<file path="src/rtl/gb_cpu_common_pkg.sv">
// Shared CPU front-end definitions: the fetch state type and the opcode
// classification helpers used by the fetch sequencer and the decoder.
package gb_cpu_common_pkg;

  typedef enum logic [2:0] {
    ST_FETCH0  = 3'd0,
    ST_FETCH1  = 3'd1,
    ST_FETCH2  = 3'd2,
    ST_PRESENT = 3'd3,
    ST_LOCKED  = 3'd4
  } fetch_state_e;

  // Total instruction size in bytes, derived from the first opcode byte.
  // A CB prefix always carries exactly one more byte.
  function automatic logic [1:0] instr_length(input logic [7:0] byte0);
    logic [1:0] len;
    case (byte0)
      8'h01, 8'h11, 8'h21, 8'h31, 8'h08,
      8'hC2, 8'hC3, 8'hC4, 8'hCA, 8'hCC, 8'hCD,
      8'hD2, 8'hD4, 8'hDA, 8'hDC, 8'hEA, 8'hFA:
        len = 2'd3;
      8'h06, 8'h0E, 8'h16, 8'h1E, 8'h26, 8'h2E, 8'h36, 8'h3E,
      8'h10, 8'h18, 8'h20, 8'h28, 8'h30, 8'h38,
      8'hC6, 8'hCE, 8'hD6, 8'hDE, 8'hE6, 8'hEE, 8'hF6, 8'hFE,
      8'hE0, 8'hF0, 8'hE8, 8'hF8, 8'hCB:
        len = 2'd2;
      default:
        len = 2'd1;
    endcase
    return len;
  endfunction

  // Undefined opcodes that freeze the CPU until reset.
  function automatic logic is_hard_lock(input logic [7:0] byte0);
    logic hit;
    case (byte0)
      8'hD3, 8'hDB, 8'hDD, 8'hE3, 8'hE4, 8'hEB,
      8'hEC, 8'hED, 8'hF4, 8'hFC, 8'hFD:
        hit = 1'b1;
      default:
        hit = 1'b0;
    endcase
    return hit;
  endfunction

endpackage

</file>
<file path="src/rtl/gb_cpu_fetch_sequencer.sv">
// Instruction fetch front end: reads opcode bytes one at a time, sizes and
// packs each instruction, hands it to the decoder over valid/ready, owns the
// PC and parks on hard-lock opcodes.
module gb_cpu_fetch_sequencer
  import gb_cpu_common_pkg::*;
#(
  parameter logic [15:0] RESET_PC = 16'h0000
) (
  input  logic        clk,
  input  logic        reset,
  output logic        mem_rd_req,
  output logic [15:0] mem_addr,
  input  logic        mem_rd_valid,
  input  logic [7:0]  mem_rd_data,
  output logic        instr_valid,
  input  logic        instr_ready,
  output logic [23:0] instruction,
  output logic [1:0]  instr_len,
  output logic [15:0] instr_pc,
  input  logic        pc_load,
  input  logic [15:0] pc_load_value,
  output logic        locked
);

  fetch_state_e state;
  logic [15:0]  pc;

  // Fetch/present sequencing; a request is raised only from a cycle where it
  // is low, so every byte costs at least one idle cycle after acceptance.
  always_ff @(posedge clk) begin
    if (reset) begin
      state       <= ST_FETCH0;
      pc          <= RESET_PC;
      mem_rd_req  <= 1'b0;
      mem_addr    <= '0;
      instr_valid <= 1'b0;
      instruction <= '0;
      instr_len   <= '0;
      instr_pc    <= '0;
      locked      <= 1'b0;
    end else if (pc_load && state != ST_LOCKED) begin
      pc          <= pc_load_value;
      state       <= ST_FETCH0;
      mem_rd_req  <= 1'b0;
      instr_valid <= 1'b0;
      instruction <= '0;
    end else begin
      case (state)
        ST_FETCH0: begin
          if (!mem_rd_req) begin
            mem_rd_req <= 1'b1;
            mem_addr   <= pc;
          end else if (mem_rd_valid) begin
            mem_rd_req  <= 1'b0;
            pc          <= pc + 16'd1;
            instr_pc    <= pc;
            instruction <= {mem_rd_data, 16'h0000};
            instr_len   <= instr_length(mem_rd_data);
            if (is_hard_lock(mem_rd_data)) begin
              state  <= ST_LOCKED;
              locked <= 1'b1;
            end else if (instr_length(mem_rd_data) == 2'd1) begin
              state       <= ST_PRESENT;
              instr_valid <= 1'b1;
            end else begin
              state <= ST_FETCH1;
            end
          end
        end
        ST_FETCH1: begin
          if (!mem_rd_req) begin
            mem_rd_req <= 1'b1;
            mem_addr   <= pc;
          end else if (mem_rd_valid) begin
            mem_rd_req         <= 1'b0;
            pc                 <= pc + 16'd1;
            instruction[15:8]  <= mem_rd_data;
            if (instr_len == 2'd3) begin
              state <= ST_FETCH2;
            end else begin
              state       <= ST_PRESENT;
              instr_valid <= 1'b1;
            end
          end
        end
        ST_FETCH2: begin
          if (!mem_rd_req) begin
            mem_rd_req <= 1'b1;
            mem_addr   <= pc;
          end else if (mem_rd_valid) begin
            mem_rd_req        <= 1'b0;
            pc                <= pc + 16'd1;
            instruction[7:0]  <= mem_rd_data;
            state             <= ST_PRESENT;
            instr_valid       <= 1'b1;
          end
        end
        ST_PRESENT: begin
          if (instr_ready) begin
            instr_valid <= 1'b0;
            instruction <= '0;
            state       <= ST_FETCH0;
          end
        end
        ST_LOCKED: begin
          mem_rd_req  <= 1'b0;
          instr_valid <= 1'b0;
          locked      <= 1'b1;
        end
        default: begin
          state <= ST_FETCH0;
        end
      endcase
    end
  end

endmodule
</file>
<file path="config.mk">
export PLATFORM = sky130hd
export DESIGN_NAME = gb_cpu_fetch_sequencer
export DESIGN_NICKNAME = d
export VERILOG_FILES = /design/src/rtl/gb_cpu_common_pkg.sv /design/src/rtl/gb_cpu_fetch_sequencer.sv
export SDC_FILE = /design/constraint.sdc
export NUM_CORES = 1
export LEC_CHECK = 0
export BUFFER_PORTS_ARGS = -buffer_cell sky130_fd_sc_hd__buf_2
export CAP_MARGIN = 10
export CORE_MARGIN = 3
export CORE_UTILIZATION = 45
export CTS_CLUSTER_SIZE = 28
export DETAILED_ROUTE_END_ITERATION = 8
export HOLD_SLACK_MARGIN = 0.03
export PLACE_DENSITY = 0.72
export SLEW_MARGIN = 40
export SYNTH_ARGS = -nofsm -noshare
export SYNTH_HDL_FRONTEND = slang
export SYNTH_SLANG_ARGS = --single-unit
</file>
<file path="constraint.sdc">
create_clock -name clk -period 1.85 [get_ports clk]
set_input_delay 0.37 -clock clk [delete_from_list [all_inputs] [get_ports clk]]
set_output_delay 0.37 -clock clk [all_outputs]
set_load 0.05 [all_outputs]
</file>
=== After elaboration in Yosys (flattened, before gate mapping) ===
Index checks and enable logic that the tools add are counted.

* Bitwise gates (word level): 3
* Eq/ne operators: 73
* Add/sub/neg operators: 1
* Muxes and demuxes: 54
* Reduce and logical (&&, ||, !) cells: 25

{| class="wikitable"
|+ Operator list
! kind !! count
|-
| 8-bit equality test, second input constant || 36
|-
| 8-bit by 6-bit equality test with 1-bit output, second input constant || 10
|-
| 24-bit two-way mux || 3
|-
| 16-bit two-way mux || 4
|-
| 8-bit one-hot mux with 3 select lines || 2
|-
| 8-bit by 5-bit equality test with 1-bit output, second input constant || 5
|-
| 27-bit OR reduction || 1
|-
| 3-bit two-way mux || 8
|-
| 1-bit two-way mux || 22
|-
| 2-bit inequality test, second input constant || 11
|-
| 17-bit OR reduction || 1
|-
| 16-bit by 1-bit adder with 16-bit output, second input constant || 1
|-
| 8-bit by 4-bit equality test with 1-bit output, second input constant || 2
|-
| 8-bit two-way mux || 2
|-
| 8-bit one-hot mux with 2 select lines || 1
|-
| 3-bit one-hot mux with 5 select lines || 1
|-
| 2-bit two-way mux || 7
|-
| 6-bit AND reduction || 2
|-
| 2-bit nonzero test || 6
|-
| 11-bit AND reduction || 1
|-
| 11-bit OR reduction || 1
|-
| 8-bit by 1-bit equality test with 1-bit output, second input constant || 1
|-
| 8-bit by 3-bit equality test with 1-bit output, second input constant || 1
|-
| 4-bit AND reduction || 2
|-
| 19 further kinds || 25
|}

* Bits in registers: 80
* Output and inout bits: 61
* Logic and storage cells: 167
* Input port bits: 29

=== Logic depth before layout (Yosys ltp) ===
* Word-level depth: 20
* Depth in mapped cells: 7

=== Least setup slack after synthesis ===
OpenSTA, ideal clock, no wires.

* Path type: reg-to-reg
* From: register mem_rd_req
* To: register instr_len[1]
* Path slack: -143 ps
* Cell stages (with the launch flop): 8
* Setup time: 130 ps
* Arrival time: 1863 ps
* Cell sequence: dfxtp_1 -> and2_1 -> nand2_1 -> nor2_2 -> nand2_1 -> buf_2 -> nor2_1 -> nor3_2

* Longest elaborated chain between the ends: 1

{| class="wikitable"
|+ Ends and longest elaborated chain
! item !! RTL line !! source
|-
| start, declared || gb_cpu_fetch_sequencer.sv:11 || <nowiki>output logic mem_rd_req,</nowiki>
|-
| start signal, assigned || gb_cpu_fetch_sequencer.sv:34 || <nowiki>mem_rd_req <= 1'b0;</nowiki>
|-
| start signal, assigned || gb_cpu_fetch_sequencer.sv:44 || <nowiki>mem_rd_req <= 1'b0;</nowiki>
|-
| start signal, assigned || gb_cpu_fetch_sequencer.sv:51 || <nowiki>mem_rd_req <= 1'b1;</nowiki>
|-
| 4-bit AND reduction (no source line) || - ||
|-
| end signal, assigned || gb_cpu_fetch_sequencer.sv:58 || <nowiki>instr_len <= instr_length(mem_rd_data);</nowiki>
|-
| end, declared || gb_cpu_fetch_sequencer.sv:18 || <nowiki>output logic [1:0] instr_len,</nowiki>
|}

Every way passes these cells.
A chain may end at the register's enable or synchronous reset.

=== Worst setup path after layout ===
* From: register state[1]
* To: register pc[8]

* Longest elaborated chain between the ends: 4

{| class="wikitable"
|+ Ends and longest elaborated chain
! item !! RTL line !! source
|-
| start, declared || gb_cpu_fetch_sequencer.sv:25 || <nowiki>fetch_state_e state;</nowiki>
|-
| start signal, assigned || gb_cpu_fetch_sequencer.sv:32 || <nowiki>state <= ST_FETCH0;</nowiki>
|-
| start signal, assigned || gb_cpu_fetch_sequencer.sv:43 || <nowiki>state <= ST_FETCH0;</nowiki>
|-
| start signal, assigned || gb_cpu_fetch_sequencer.sv:60 || <nowiki>state <= ST_LOCKED;</nowiki>
|-
| 3-bit by 2-bit equality test with 1-bit output (tied with other cells) || gb_cpu_fetch_sequencer.sv:48 || <nowiki>case (state)</nowiki>
|-
| 3-bit OR reduction (no source line) or 1-bit logical AND (tied branches) || - ||
|-
| 2-bit nonzero test (no source line) || - ||
|-
| 3-bit AND reduction (no source line) || - ||
|-
| end signal, assigned || gb_cpu_fetch_sequencer.sv:42 || <nowiki>pc <= pc_load_value;</nowiki>
|-
| end signal, assigned || gb_cpu_fetch_sequencer.sv:55 || <nowiki>pc <= pc + 16'd1;</nowiki>
|-
| end signal, assigned || gb_cpu_fetch_sequencer.sv:76 || <nowiki>pc <= pc + 16'd1;</nowiki>
|-
| end, declared || gb_cpu_fetch_sequencer.sv:26 || <nowiki>logic [15:0] pc;</nowiki>
|}

Parallel ways exist; a longest one is shown, timed or not.

==> results.md <==
- Status: finished, final reports clean
- Commonest cells after routing, fill and taps aside: 93 x nand2_1, 89 x buf_2, 78 x dfxtp_1, 58 x a21oi_1, 37 x nor2_1
- Util after Layout: between 50% and 60%
- Ys async rst share: 0%
- CP bufs+invs: 0
- Routing usage on met2: around a third
- Root buffer cell: clkbuf_8
- Top_reg_cell synth: dfxtp_1
- Initial Util: between 40% and 50%
- Final WS setup: approximately 0.16 ns
- PwrDens: around 810 nW/µm²
- Mapped Avg Cell Area: 7.94 µm²
- Worst Skew: approximately 0.0085 ns
- Max-slew violations: 0
- Yosys Warn Count: 0
- Met3 Usage GRT: under 10%
- Post-DP Area: about 4200 µm²
- Area Growth Syn to Fin: 24.1%
- Drt total wl: a little under 9000 µm
- GR Util met1: around 29%
- Final instance area: around 4400 µm²
- Fmax: about 600 MHz
- Synth Instances: roughly 440
- Wirelength per Cell: roughly 14 µm
- Post-DP HPWL: roughly 6600 µm
- Routed vias/inst: approximately 5.3
- Sequential share of the synthesized area: 45.6%
- Fillers: 706
- Final net count: 570
- I/O pins: 90
- GR Overflow Total: 0
- Unique masters post-synth: 50
- CP Capture Type: register
- Seq cells post-synth: 80
- Simple-Gate Fraction of Synth Area: between 20% and 30%
- DR DRC count: 0
- Min-delay worst type: in2reg
- N_diodes: 0
- Synth Area in Compound Gates: a little under a fifth
- Main combinational cell family by area after synthesis: simple AND/OR/NAND/NOR gates
- Leak pwr: 1.81 nW
- WP depth: 6
- CP Data Arrival Time: 1.94 ns
- Crit-path cells: a21oi_2 > nand3_1 > nor2_1 > nand2_1 > xor2_1 > a211oi_1
- Core area: 7410 µm²
- H-tree depth: 3
- RSZ-0062 raised after global routing: no
- Worst r2r path cells: 6
- Crit path required time: between 2 and 2.5 ns
- Pin count of the biggest net entering global routing: 30
- Post-synth EDFFs: 0
- Share of post-route cells with drive strength above 1: between 20% and 30%
- Die height: roughly 94 µm
- Clock Path Buffers: 2
- Mux cell area share after synthesis: 0.285%
- Synth Cell Area: roughly 3500 µm²
- Max VDD drop: 0.442 mV
- Crit path kind: reg2reg
- Number of global-route vias before repair: 3,077
- DRT Pass-1 Iters: 4
- Slew @ Worst Pin: between 0.5 and 0.6 ns
- Final min period: about 1.7 ns
- Post-Synth Adder-Cell Area: 0.356%
- Period utilization: a little over 90%
- Post-Syn Nets: ~470
- Final hold violations: 0
- Worst Hold Depth: 3
- IO buf count: 89
- Crit path largest cell delay: 0.37 ns
- Maxcap violations: 0
- Std-Cell Rows: 31
- Final setup vio count: 0
- Clock sinks: 80
- Routed Antenna Nets: 0
- Sum of negative setup slack: 0 ns
- Top delay family on crit path: compound AO/OA/AOI/OAI gates
- XOR/XNOR share of the synthesized area: approximately 3.7%
- DIE WIDTH: 94.4 µm
- Worst-path maximum fanout: 6
- Top Usage Layer GRT: met2
- Hold_buf cts: 0
- Worst-Skew Late Latency: about 0.35 ns
- DR vias: about 3.4k
- CTS tree: yes
- Clock buffer count from CTS: 9
- Most common cell after layout, fill and taps aside: nand2_1
- Initial antenna violation count: 0
- Setup Slack @ Placement: -0.0462 ns
- CP startpoint kind: register
- Global-route wire length before repair: 14,500 µm
- Tot GR Track Use: about a fifth
- Die ar.: around 8900 µm²
- GP Congestion: roughly 0.86
- Iteration-0 DRC Markers: about 150
- Reg clk slew, reported paths: 0.08 ns
- Slowest library cell on the worst path: dfxtp_1
- Worst R2R Setup Slack: approximately 0.16 ns
- Slew margin rel.: a little under two thirds
-- sequential cells by signal, indices dropped and copies added (netlist names) --
register and flops:
instr_len 2, instr_pc 16, instr_valid 1, instruction 24, locked 1, mem_addr 16
mem_rd_req 1, pc 16, state 3
-- synth_stat cells (2+ instances only) --
cell type	instances	share of area, %
a21o_1	2	0.43
nand3_1	24	3.4
nand2_1	93	9.9
o311a_1	2	0.57
and3_1	2	0.36
a21oi_1	58	8.3
nand4_1	5	0.89
nor3_1	3	0.43
o22ai_1	2	0.36
nor2b_1	7	1.2
a22oi_1	8	1.7
clkbuf_1	16	1.7
nor3_2	2	0.57
nand2b_1	16	2.8
buf_1	4	0.43
and2_1	2	0.36
or3_1	2	0.36
xor2_1	11	2.7
dfxtp_1	80	46
nor2_2	2	0.36
nor2_1	37	4.0
inv_1	4	0.43
xnor2_1	4	1.0
buf_2	11	1.6
o21ai_0	7	1.0
a211oi_1	15	3.2
-- stage by stage --
step,hold WS (ns),std cells,total power [W]
after global routing,0.292,644,0.00367
after CTS,0.294,643,0.00355
after global placement,0.436,627,0.00227
final,0.305,644,0.00352
after detailed placement,0.443,627,0.00228
after floorplan,0.457,443,0.00214
-- repair_timing --
action                                  4_1_cts  5_1_grt
setup buffers                                 0        1
endpoints found under the setup margin        0        3
gates resized for setup                       0        1
-- tightest hold or removal path, stage by stage --
cell and delay, ns:
buf_2 0.09, nor2_1 0.09, a211oi_1 0.05
-- power by group --
| group | internal, W | total (W) | leakage, nW | switching [W] |
|---|---|---|---|---|
| clock network | 0.000659 | 0.00128 | 0.0993 | 0.000621 |
| logic | 0.000143 | 0.000420 | 1.06 | 0.000277 |
| registers | 0.00177 | 0.00182 | 0.651 | 0.0000478 |
-- logic make-up after synthesis --
| kind of cell | count (synthesis) |
|---|---|
| simple gates | 205 |
| xor+xnor | 15 |
| fa+ha+maj | 1 |
| flops | 80 |
| compound gates | 105 |
| mux | 1 |
| buf+inv | 36 |
-- area by class of cell --
type / instances / area [µm²] / area share, %
multi-input cells: 327 / 1760 / 40.3
flip-flops and latches: 80 / 1600 / 36.8
repair buffers: 118 / 663 / 15.2
clock buffers: 11 / 141 / 3.24
well taps: 99 / 124 / 2.84
clock inverters: 5 / 56.3 / 1.29
inverters: 4 / 15.0 / 0.344
-- path summary, 6_finish.rpt --
path / from / endpoint
worst max-delay path: state[1] / pc[8]
worst min-delay path: pc_load_value[13] / pc[13]
worst max register to register: state[1] / pc[8]
worst min register to register: instruction[6] / instruction[6]
-- routing by layer --
layer | part of all wire, % | vias up
met4 | 0.70 | 0
li1 | - | 1714
met5 | 0 | -
met3 | 5.7 | 6
met2 | 46 | 84
met1 | 48 | 1578
Note: power is estimated with default switching activity, not from simulation.
